--- config.mk ---
export PLATFORM = sky130hd
export DESIGN_NAME = btn_debounce_one_shot
export DESIGN_NICKNAME = d
export VERILOG_FILES = /design/src/rtl/btn_pkg.sv /design/src/rtl/sync_ff_chain.sv /design/src/rtl/btn_debounce_one_shot.sv
export SDC_FILE = /design/constraint.sdc
export NUM_CORES = 1
export LEC_CHECK = 0
export CAP_MARGIN = 10
export CELL_PAD_IN_SITES_DETAIL_PLACEMENT = 0
export CELL_PAD_IN_SITES_GLOBAL_PLACEMENT = 1
export CORE_ASPECT_RATIO = 0.6
export CORE_UTILIZATION = 25
export CTS_CLUSTER_DIAMETER = 30
export DETAILED_ROUTE_END_ITERATION = 10
export PLACE_DENSITY_LB_ADDON = 0.15
export SYNTH_ARGS = -nofsm -noshare
export SYNTH_HDL_FRONTEND = slang
export SYNTH_SLANG_ARGS = --single-unit
--- constraint.sdc ---
create_clock -name i_clk -period 2.1 [get_ports i_clk]
set_input_delay 0.525 -clock i_clk [delete_from_list [all_inputs] [get_ports i_clk]]
set_output_delay 0.525 -clock i_clk [all_outputs]
set_load 0.005 [all_outputs]
--- src/rtl/btn_pkg.sv ---
// Shared types and default timing for push-button conditioners.
package btn_pkg;

   typedef enum logic [1:0] {
      IDLE         = 2'd0,
      PRESS_WAIT   = 2'd1,
      HELD         = 2'd2,
      RELEASE_WAIT = 2'd3
   } btn_state_t;

   // 10 ms debounce and 0.5 s auto-repeat at 50 MHz
   localparam int DEF_SYNC_STAGES     = 2;
   localparam int DEF_DEBOUNCE_CYCLES = 500000;
   localparam int DEF_REPEAT_CYCLES   = 25000000;

endpackage

--- src/rtl/sync_ff_chain.sv ---
// Parameterised flop chain for bringing an asynchronous level into the clock domain.
module sync_ff_chain #(
   parameter int STAGES = 2
) (
   input  logic clk,
   input  logic rst,
   input  logic d,
   output logic q
);

   logic [STAGES-1:0] chain;

   always_ff @(posedge clk) begin
      if (rst) begin
         chain <= '0;
      end else begin
         chain <= {chain[STAGES-2:0], d};
      end
   end

   assign q = chain[STAGES-1];

endmodule

--- src/rtl/btn_debounce_one_shot.sv ---
// Button synchroniser + debounce FSM emitting one pulse per accepted press.
// Optional auto-repeat while held: define BTN_AUTOREPEAT_EN.
//
// state        | meaning
// IDLE         | button released and stable
// PRESS_WAIT   | sync high, counting stable cycles before accepting press
// HELD         | press accepted, button still down
// RELEASE_WAIT | sync low, counting stable cycles before accepting release
module btn_debounce_one_shot
   import btn_pkg::*;
#(
   parameter int SYNC_STAGES     = DEF_SYNC_STAGES,
   parameter int DEBOUNCE_CYCLES = DEF_DEBOUNCE_CYCLES,
   parameter int REPEAT_CYCLES   = DEF_REPEAT_CYCLES
) (
   input  logic i_clk,
   input  logic i_rst,
   input  logic i_btn_raw,
   output logic o_btn_pulse,
   output logic o_btn_level,
   output logic o_busy
);

   localparam int CNT_W = $clog2(DEBOUNCE_CYCLES);

   generate
      if (SYNC_STAGES < 2 || DEBOUNCE_CYCLES < 2 || REPEAT_CYCLES < 2) begin : g_param_check
         $error("btn_debounce_one_shot: SYNC_STAGES, DEBOUNCE_CYCLES and REPEAT_CYCLES must be >= 2");
      end
   endgenerate

   logic             sync;
   btn_state_t       state, state_nxt;
   logic [CNT_W-1:0] cnt, cnt_nxt;
   logic             cnt_done;
   logic             pulse_nxt, level_nxt;

   sync_ff_chain #(
      .STAGES(SYNC_STAGES)
   ) u_sync (
      .clk(i_clk),
      .rst(i_rst),
      .d  (i_btn_raw),
      .q  (sync)
   );

   assign cnt_done = (cnt == CNT_W'(DEBOUNCE_CYCLES - 1));
   assign o_busy   = (state == PRESS_WAIT) || (state == RELEASE_WAIT);

`ifdef BTN_AUTOREPEAT_EN
   localparam int RPT_W = $clog2(REPEAT_CYCLES);

   logic [RPT_W-1:0] rpt, rpt_nxt;
   logic             rpt_done;

   assign rpt_done = (rpt == RPT_W'(REPEAT_CYCLES - 1));
`endif

   always_comb begin
      state_nxt = state;
      cnt_nxt   = cnt;
      pulse_nxt = 1'b0;
      level_nxt = o_btn_level;
`ifdef BTN_AUTOREPEAT_EN
      rpt_nxt   = rpt;
`endif
      case (state)
         IDLE: begin
`ifdef BTN_AUTOREPEAT_EN
            rpt_nxt = '0;
`endif
            if (sync) begin
               state_nxt = PRESS_WAIT;
               cnt_nxt   = '0;
            end
         end
         PRESS_WAIT: begin
            if (!sync) begin
               state_nxt = IDLE;
            end else if (cnt_done) begin
               state_nxt = HELD;
               pulse_nxt = 1'b1;
               level_nxt = 1'b1;
`ifdef BTN_AUTOREPEAT_EN
               rpt_nxt   = '0;
`endif
            end else begin
               cnt_nxt = cnt + CNT_W'(1);
            end
         end
         HELD: begin
            if (!sync) begin
               state_nxt = RELEASE_WAIT;
               cnt_nxt   = '0;
`ifdef BTN_AUTOREPEAT_EN
            end else if (rpt_done) begin
               pulse_nxt = 1'b1;
               rpt_nxt   = '0;
            end else begin
               rpt_nxt = rpt + RPT_W'(1);
`endif
            end
         end
         RELEASE_WAIT: begin
            // repeat counter deliberately frozen here so a release bounce resumes the cadence
            if (sync) begin
               state_nxt = HELD;
            end else if (cnt_done) begin
               state_nxt = IDLE;
               level_nxt = 1'b0;
            end else begin
               cnt_nxt = cnt + CNT_W'(1);
            end
         end
         default: begin
            state_nxt = IDLE;
         end
      endcase
   end

   always_ff @(posedge i_clk) begin
      if (i_rst) begin
         state       <= IDLE;
         cnt         <= '0;
         o_btn_pulse <= 1'b0;
         o_btn_level <= 1'b0;
      end else begin
         state       <= state_nxt;
         cnt         <= cnt_nxt;
         o_btn_pulse <= pulse_nxt;
         o_btn_level <= level_nxt;
      end
   end

`ifdef BTN_AUTOREPEAT_EN
   always_ff @(posedge i_clk) begin
      if (i_rst) begin
         rpt <= '0;
      end else begin
         rpt <= rpt_nxt;
      end
   end
`endif

endmodule

After elaboration in Yosys (flattened, before gate mapping)
Index checks and enable logic that the tools add are counted.

word-level totals
  bits in registers = 25

cells by class
  eq/ne operators = 12
  mux-type cells = 19
  add/subtract/negate cells = 1
  bitwise logic cells = 2
  reductions and logical operators = 7

operators by type and width
  kind                                                                      count
  19-bit two-way mux                                                        5
  19-bit case mux with 4 select lines                                       1
  19-bit by 1-bit adder with 19-bit output (second input constant)          1
  19-bit == test (second input constant)                                    1
  2-bit two-way mux                                                         6
  2-bit inequality test (second input constant)                             4
  2-bit case mux with 4 select lines                                        1
  4-bit AND reduction                                                       2
  1-bit two-way mux                                                         5
  5-bit AND reduction                                                       1
  2-bit == test (second input constant)                                     2
  2-bit by 1-bit inequality test with 1-bit output (second input constant)  2
  3-bit by 2-bit inequality test with 1-bit output (second input constant)  1
  3-bit inequality test (second input constant)                             1
  3-bit OR reduction                                                        1
  2-bit by 1-bit == test with 1-bit output (second input constant)          1
  2-bit zero test                                                           1
  1-bit NOT                                                                 2
  1-bit case mux with 2 select lines                                        1
  2-bit nonzero test                                                        1
  1-bit logical OR                                                          1

Depth between registers and ports, before layout
Gate-level depths: netlist of the first run.

  depth in word-level cells = 4
  depth in mapped cells = 7

Hierarchy
From an unflattened synthesis of the first run, not the netlist that was laid out.

second synthesis, totals
  cells, all modules = 147
  area, all modules = 1,270.0 um^2

by module, submodules not included
  module                 area an instance (um^2)  instances  cells an instance
  btn_debounce_one_shot  1,217.4                  1          143
  sync_ff_chain          52.6                     1          4

Least setup slack after synthesis of the first run
Ideal clock, no wire load.

  path type = register to register
  start = reg cnt[0]
  end = reg cnt[17]
  stages on the path, launching flop included = 7
  setup slack = 0.477 ns
  required time = 1.980 ns
  setup time = 0.120 ns
  period minus slack after synthesis = 1.623 ns
  data arrival time = 1.503 ns
  cell sequence = dfxtp_1 ha_1 and4_1 nand3_1 o21a_1 nor2_2 a211o_1

on the way
  word-level cells in the longest chain between the ends = 4

ends and longest elaborated chain
  element                                                                     line                                                                                    source
  start, declared                                                             btn_debounce_one_shot.sv:34                                                             logic [CNT_W-1:0] cnt, cnt_nxt;
  start signal, assigned                                                      btn_debounce_one_shot.sv:129                                                            cnt <= cnt_nxt;
  19-bit by 1-bit adder with 19-bit output or 19-bit == test (tied branches)  btn_debounce_one_shot.sv:88, btn_debounce_one_shot.sv:112, btn_debounce_one_shot.sv:47
  19-bit two-way mux (*)                                                      btn_debounce_one_shot.sv:80, btn_debounce_one_shot.sv:108
  19-bit two-way mux (on tied branches)                                       btn_debounce_one_shot.sv:106, btn_debounce_one_shot.sv:78
  19-bit case mux with 4 select lines (*)                                     btn_debounce_one_shot.sv:67                                                             case (state)

Every way passes the cells marked *; elsewhere a longest branch is shown, timed or not. The select of a mux whose other input is x is not followed.
A chain may end at the register's enable or synchronous reset.

Final worst setup path of the first run
  start = reg cnt[0]
  end = reg cnt[0]

Same word-level chain as after synthesis.

==> results of run 1 <==
==> sequential cells by signal, indices dropped and copies added (netlist names), named ones only <==
register / count
o_btn_level: 1
o_btn_pulse: 1
state: 1
u_sync.chain: 2
cnt: 19
==> per-layer routing <==
layer  vias to the layer above  global-route usage
met5                         -                   0
met4                         0              0.0390
met3                         4              0.0354
met2                        29               0.179
met1                       505               0.186
li1                        551                   -
==> cell families after synthesis <==
| group | share of synthesized area |
|---|---|
| xor gates and xnor gates | 0.0394 |
| DFF | 0.384 |
| muxes | 0.00864 |
| buffers and inverters | 0.0365 |
| and+or+nand+nor | 0.323 |
| adders and majority gates | 0.00960 |
| AOI/OAI and AO/OA | 0.199 |
==> cell usage in the layout (no fill, tap or decap), drive strengths merged, types with 4 or more instances in the layout <==
cell,count
dfxtp,25
nor2,11
nand3,9
a21oi,6
nor3,6
a21o,6
buf,6
inv,5
o22ai,5
clkdlybuf4s50,5
o21ai,5
nor3b,5
nand2,4
nand4,4
xor2,4
==> layout make-up <==
type,instances,share of cell area
Multi-Input combinational cell,105,0.507
Sequential cell,25,0.334
Timing Repair Buffer,11,0.0634
Tap cell,63,0.0525
Clock buffer,3,0.0275
Inverter,5,0.0125
Clock inverter,1,0.00334
==> worst max-delay path, stage by stage (launching register included) <==
cell and delay [ns]:
dfxtp_1 0.40, ha_1 0.22, and4_1 0.27, nand3_1 0.19, o21a_1 0.34, nor2_2 0.27
mux2_2 0.20
==> per-stage QoR <==
stage | util | hold slack [ns]
after global routing | 0.314 | 0.478
after floorplan | - | 0.414
after global placement | 0.303 | 0.441
after detailed placement | 0.303 | 0.435
final | 0.314 | 0.454
after CTS | 0.313 | 0.462
==> power groups by stage <==
stage | sequential (uW) | clock (uW) | combinational [uW]
floorplan | 492 | 0 | 25.7
global placement | 493 | 0 | 44.0
detailed placement | 493 | 0 | 44.2
CTS | 482 | 312 | 44.5
global route | 483 | 332 | 49.1
finish | 481 | 296 | 43.7
==> final timing paths <==
path,end,depth (start not counted)
max reg2reg,cnt[0]$_SDFFE_PP0P_,6
min,u_sync.chain[1]$_SDFF_PP0_,1
max,cnt[0]$_SDFFE_PP0P_,6
min reg2reg,u_sync.chain[1]$_SDFF_PP0_,1
==> results.md, run 1 <==
- The run finished with clean final reports.
- After synthesis, the most frequently instantiated cells are dfxtp_1, nor2_1, nand3_1.
- The share of the Yosys chip area taken by registers is 0.384.
- The net count of the finished layout is 155.
- The power density over the cells is 547 nW/um^2.
- The post-cts gate resize count is 0.
- Dividing the detail-routed via count by the number of cells gives 5.11.
- For flop-to-flop paths, the worst setup slack is 0.16 ns.
- In the synthesized netlist the dominant register cell turns out to be dfxtp_1.
- The final period demand of the worst path is 1.94 ns.
- After layout, the design draws a total of 821 uW.
- The tool flagged a number of max-cap violations equal to 0.
- The count of H-tree levels built during CTS is 1.
- In this run the static leakage power is 0.000563 uW.
- The number of CTS-inserted buffers is 3.
- The clock power share is 0.360.
- The detailed route wirelength on metal2 is 1.21 mm.
- From left edge to right edge, the die measures 95.2 um.
- The combinational share of power is 0.053.
- The number of antenna violations at the first check in global routing is 0.
- The final-report max-slew violation count is 0.
- In this run the standard cell core region covers 4780 um^2.
- The number of nets still failing antenna checks after routing is 0.
- The clock edge transition at the registers on the reported setup and hold paths is 0.10 ns.
- The share of flip-flops with an asynchronous set or reset is 0.
- The placed standard-cell area is 1450 um^2.
- The peak clock frequency supported by timing is 516 MHz.
- TritonCTS built the clock tree.
- Summed over all instances, the cell type with the most area after synthesis is dfxtp_1.
- Dividing the synthesized area by the synthesized cell count gives 9.30 um^2.
- In this run the tool buffered the top-level ports with 5 buffer cells.
- The wire length of the first global-routing pass is 5.19 mm.
- The sort of element at the end of the critical path is a register.
- Across the routed clock network, the largest skew measured is 0.0107 ns.
- The transition time at the pin with the least slew margin is 0.456 ns.
- In this run the cell area of the synthesized design comes to 1300 um^2.
- The post-CTS setup-driven buffer insertion count is 0.
- The largest vdd supply drop is 0.196 mV.
- At the end of routability-driven placement, the weighted congestion stood at 0.775.
- The min-delay analysis places its worst path in the category reg2reg.
- The number of nets in the synthesized netlist is 144.
- The finished cells cover 1500 um^2.
- For this run, the number of Yosys warnings is 0.
- In the finished design, the share of the clock period the worst path needs comes to 0.922.
- 6 I/O pins were placed.
- The fraction of final layout cells with drive strength greater than 1 is 0.147.
- Across all layers, the routed design uses 1,089 vias.
- The source-to-sink clock delay at the later pin of the worst-skew pair is 0.28 ns.
- The detailed router put a total of 1.70 mm of wire on met1.
- The count of TritonRoute iterations in the first routing pass is 4.
- The via count of the first global-routing pass is 995.
- In this run the core area contains 19 standard-cell rows.
- The overall die area is 5510 um^2.
- Setup repair after global routing left no endpoint under its margin.
- Clock tree synthesis found a total of 25 sinks.
- The area share of the largest cell type after synthesis is 0.384.
- Including well taps, the total number of placed cells is 209.
- The cell count after synthesis is 140.
- The worst-case setup slack after placement is 0.170 ns.
- The proportion of total power due to net switching is 0.230.
- The number of hold buffers added after CTS was 0.
- The worst setup path is launched from a register.
- For this block, the initial DRC count from the detailed router was 51.
- After synthesis, the netlist uses 50 different library cells.
- The post-route DRC violation count is 0.
- In the global route stage, overall resource usage came out at 0.127.
- The total global routing overflow is 0.
- By startpoint and endpoint, the worst setup path is classified as reg2reg.
- The total of flip-flops plus latches after synthesis is 25.
- Yosys instantiated no cell more often than dfxtp_1.
- The startpoint identified for the worst register-to-register timing path is cnt[0]$_SDFFE_PP0P_.
- For the worst setup path, the data required time is 2.32 ns.
- For this design the total switching power over the nets is 189 uW.
- The pin count of the biggest net entering global routing is 15.
- The number of endpoints with negative hold slack in the final report is 0.
- The total negative slack is 0 ns.
- The effective utilization at floorplan is 0.273.
- The total wire length after detailed routing is 3.09 mm.
- In the post-synthesis netlist, the biggest area contributors are dfxtp_1, nand3_1, a21o_1.
- The critical path data arrival time is 2.16 ns.
- The cell-internal power is 632 uW.
- From synthesis to final layout, the design area changed by 15.2%.
- The most critical setup path has its startpoint at cnt[0]$_SDFFE_PP0P_.
- The tree is rooted in a clkbuf_8.
- The maximum count of clock buffers along a single path is 2.
- The final-report setup violation count is 0.
- The multi-input combinational cells in the finished layout cover a total of 761 um^2.
- The uppermost signal routing layer after detailed routing is met4.
- The count of fill cells added during filler insertion is 505.
- The worst setup margin is 0.163 ns.
- The fraction of power consumed by sequential logic is 0.587.
- The wire-length estimate of the detail-placed layout is 2.39 mm.
- The start point of the worst min-delay path is u_sync.chain[0]$_SDFF_PP0_.
- The detailed route wirelength on metal3 is 154 um.
- Measured against its own limit, the worst slew margin works out to 0.695.
- The number of enable flip-flop cells after synthesis is 0.
- The number of diodes is 0.
- The area taken by flip-flops and latches is 500 um^2.
- The final non-filler cell total is 213.
- The height of the chip is 57.9 um.
- In the final routed layout, each cell accounts on average for 14.5 um.
- In this run the worst path has a maximum fanout of 7.
No activity file was read; power rests on OpenSTA's default activity.
==> inputs of run 2 (changes only) <==
- CORE_MARGIN: default -> 1.5
==> results.md, run 2 (synthesis results as in run 1) <==
- The post-route DRC violation count is 0 (unchanged).
- The number of antenna violations at the first check in global routing is 0 (unchanged).
- The sink count of the clock tree is 25 (unchanged).
- The count of TritonRoute iterations in the first routing pass is 4 (unchanged).
- The final-report setup violation count is 0 (unchanged).
- The layout net count is 154 (-0.65%).
- The power density over the cells is 554 nW/um^2 (+1.2%).
- The count of buffers from port buffering is 5 (unchanged).
- The clock tree from TritonCTS is done.
- The sort of element at the end of the critical path is a register.
- The first-iteration detailed-routing DRC count came to 56 (+9.8%).
- The row count is 20 (+1).
- The horizontal die dimension is 96.2 um (+1.1%).
- The flip-flop count of the largest register after layout is 19 (unchanged).
- The largest vdd supply drop is 0.277 mV (+41%).
- The library cell used most frequently in the layout, excluding fill and tap cells, is dfxtp_1.
- In the layout the commonest cells are dfxtp_1, nor2_1, nand3_1.
- The largest clock skew in the final design is 0.00657 ns (-0.00411 ns).
- The total routing resource utilization after global routing came to 0.126 (-0.000901).
- The number of CTS-inserted buffers was 3 (unchanged).
- The count of H-tree levels built during CTS is 1 (unchanged).
- The number of diodes is 0 (unchanged).
- The critical path data arrival time is 2.12 ns (-0.04 ns).
- The depth of the worst hold-timing path came to 1 (unchanged).
- The root buffer cell chosen for the clock tree is clkbuf_8.
- The placed standard-cell area was 1440 um^2 (-0.26%).
- The worst-case setup slack after placement came to 0.135 ns (-0.0347 ns).
- The overall power after layout is 829 uW (+1.0%).
- The wire length of the first global-routing pass was 5.31 mm (+2.3%).
- The final critical-path share of the clock period was 0.928 (+0.00525).
- The largest registers in the layout are cnt (19), u_sync.chain (2).
- The layout-stage area growth over the synthesis result is 15.0%.
- The routed length per instance was 14.8 um (+2.3%).
- The peak clock frequency supported by timing came to 513 MHz (-0.57%).
- The cell area after layout is 1500 um^2 (-0.17%).
- The number of endpoints with negative hold slack in the final report is 0 (unchanged).
- The run finished with clean final reports.
- The transition time at the pin with the least slew margin was 0.446 ns (-0.00987 ns).
- The number of nets still failing antenna checks after routing is 0 (unchanged).
- The final weighted congestion of routability-driven global placement is 0.772 (-0.39%).
- The final period demand of the worst path was 1.95 ns (+0.0110 ns).
- The overall die area is 5670 um^2 (+2.8%).
- The clock edge transition at the registers on the reported setup and hold paths is 0.10 ns (about the same).
- The critical path's slowest cell is o21a_1.
- The total negative slack is 0 ns (unchanged).
- The worst setup path is launched from a register.
- The leakage power of the design is 0.000555 uW (-1.4%).
- The fraction of final layout cells with drive strength greater than 1 is 0.134 (-0.0124).
- The effective utilization at floorplan was 0.259 (-0.0136).
- The worst setup margin was 0.152 ns (-0.0110 ns).
- The final-report max-slew violation count is 0 (unchanged).
- The HPWL reported at the end of detailed placement came to 2.46 mm (+2.8%).
- The via count is 1,108 (+1.7%).
- The count of boundary I/O pins came to 6 (unchanged).
- The total wire length after detailed routing is 3.19 mm (+3.3%).
- The detail-routed via count per cell came to 5.15 (+0.80%).
- The via count of the first global-routing pass is 1,041 (+4.6%).
- The required time of the critical path is 2.27 ns (-0.05 ns).
- Setup repair after global routing left no endpoint under its margin.
- The maximum count of clock buffers along a single path is 2 (unchanged).
- The critical path goes through ha_1 > and4_1 > nand3_1 > o21a_1 > nor2_4 > a211o_1.
- The number of cells on the worst reg-to-reg path came to 6 (unchanged).
- The total global routing overflow came to 0 (unchanged).
- The total of hold buffers inserted after clock tree synthesis is 0 (unchanged).
- The source-to-sink clock delay at the later pin of the worst-skew pair is 0.27 ns (about the same).
- The height of the chip is 58.9 um (+1.7%).
- The count of fill cells added during filler insertion is 527 (+4.4%).
- The critical path class is reg2reg.
- The pin count of the biggest net entering global routing came to 16 (+1).
- The area of the core is 5030 um^2 (+5.3%).
- The headroom to the max-slew limit is 0.701 (+0.00661).
- The maximum fanout count along the critical path is 7 (unchanged).
- The type of the tightest min-delay check is reg2reg.
- The register with the most flip-flops is cnt.
- The number of max-cap violations came to 0 (unchanged).
- The maximum cell stage delay along the critical path is 0.39 ns (about the same).
## run 2: changes by cell type in the layout (fill, tap and decap cells not counted), sizes merged
cell	previous run	this run
clkinvlp	0	1
clkinv	1	0
buf	6	5
## run 2: final timing paths
check | start | slack, ns | to
setup reg to reg | cnt[0]$_SDFFE_PP0P_ | 0.15 | cnt[18]$_SDFFE_PP0P_
setup / recovery | cnt[0]$_SDFFE_PP0P_ | 0.15 | cnt[18]$_SDFFE_PP0P_
hold / removal | u_sync.chain[0]$_SDFF_PP0_ | 0.46 | u_sync.chain[1]$_SDFF_PP0_
hold reg to reg | u_sync.chain[0]$_SDFF_PP0_ | 0.46 | u_sync.chain[1]$_SDFF_PP0_
## run 2: layout make-up
class	count	area [um^2]	share of cell area
Clock buffer	3	41.3	0.0276
Clock inverter	1	7.51	0.00501
Inverter	5	18.8	0.0125
Multi-Input combinational cell	105	759	0.507
Sequential cell	25	500	0.334
Tap cell	66	82.6	0.0551
Timing Repair Buffer	10	87.6	0.0585
## run 2: critical path: cells and delay by family, from the launching register on
kind | cells | cell delay [ns]
flip-flops | 1 | 0.35
AO/OA/AOI/OAI | 2 | 0.69
adder cells (fa/ha/maj) | 1 | 0.25
AND/OR/NAND/NOR | 3 | 0.55
## run 2: per-stage QoR
stage          hold WS, ns  utilization  cells
2_1_floorplan        0.414            -    140
3_3_place_gp         0.438        0.287    211
3_5_place_dp         0.441        0.287    211
4_1_cts              0.466        0.297    215
5_1_grt              0.480        0.298    215
6_report             0.459        0.298    215
## run 2: power by group
group | internal (uW) | switching [uW] | total [uW]
clock network | 135 | 167 | 302
logic | 21.2 | 24.8 | 46.0
registers | 478 | 3.50 | 481
## run 2: timing repair
item                                    CTS  global route
resized for setup                         0             1
endpoints found under the setup margin    0             2
setup buffers                             0             0
## run 2: layer usage
layer	wire length, um	track usage
met1	1710	0.183
met2	1360	0.189
met5	0	0
met3	105	0.0362
met4	22	0.0189
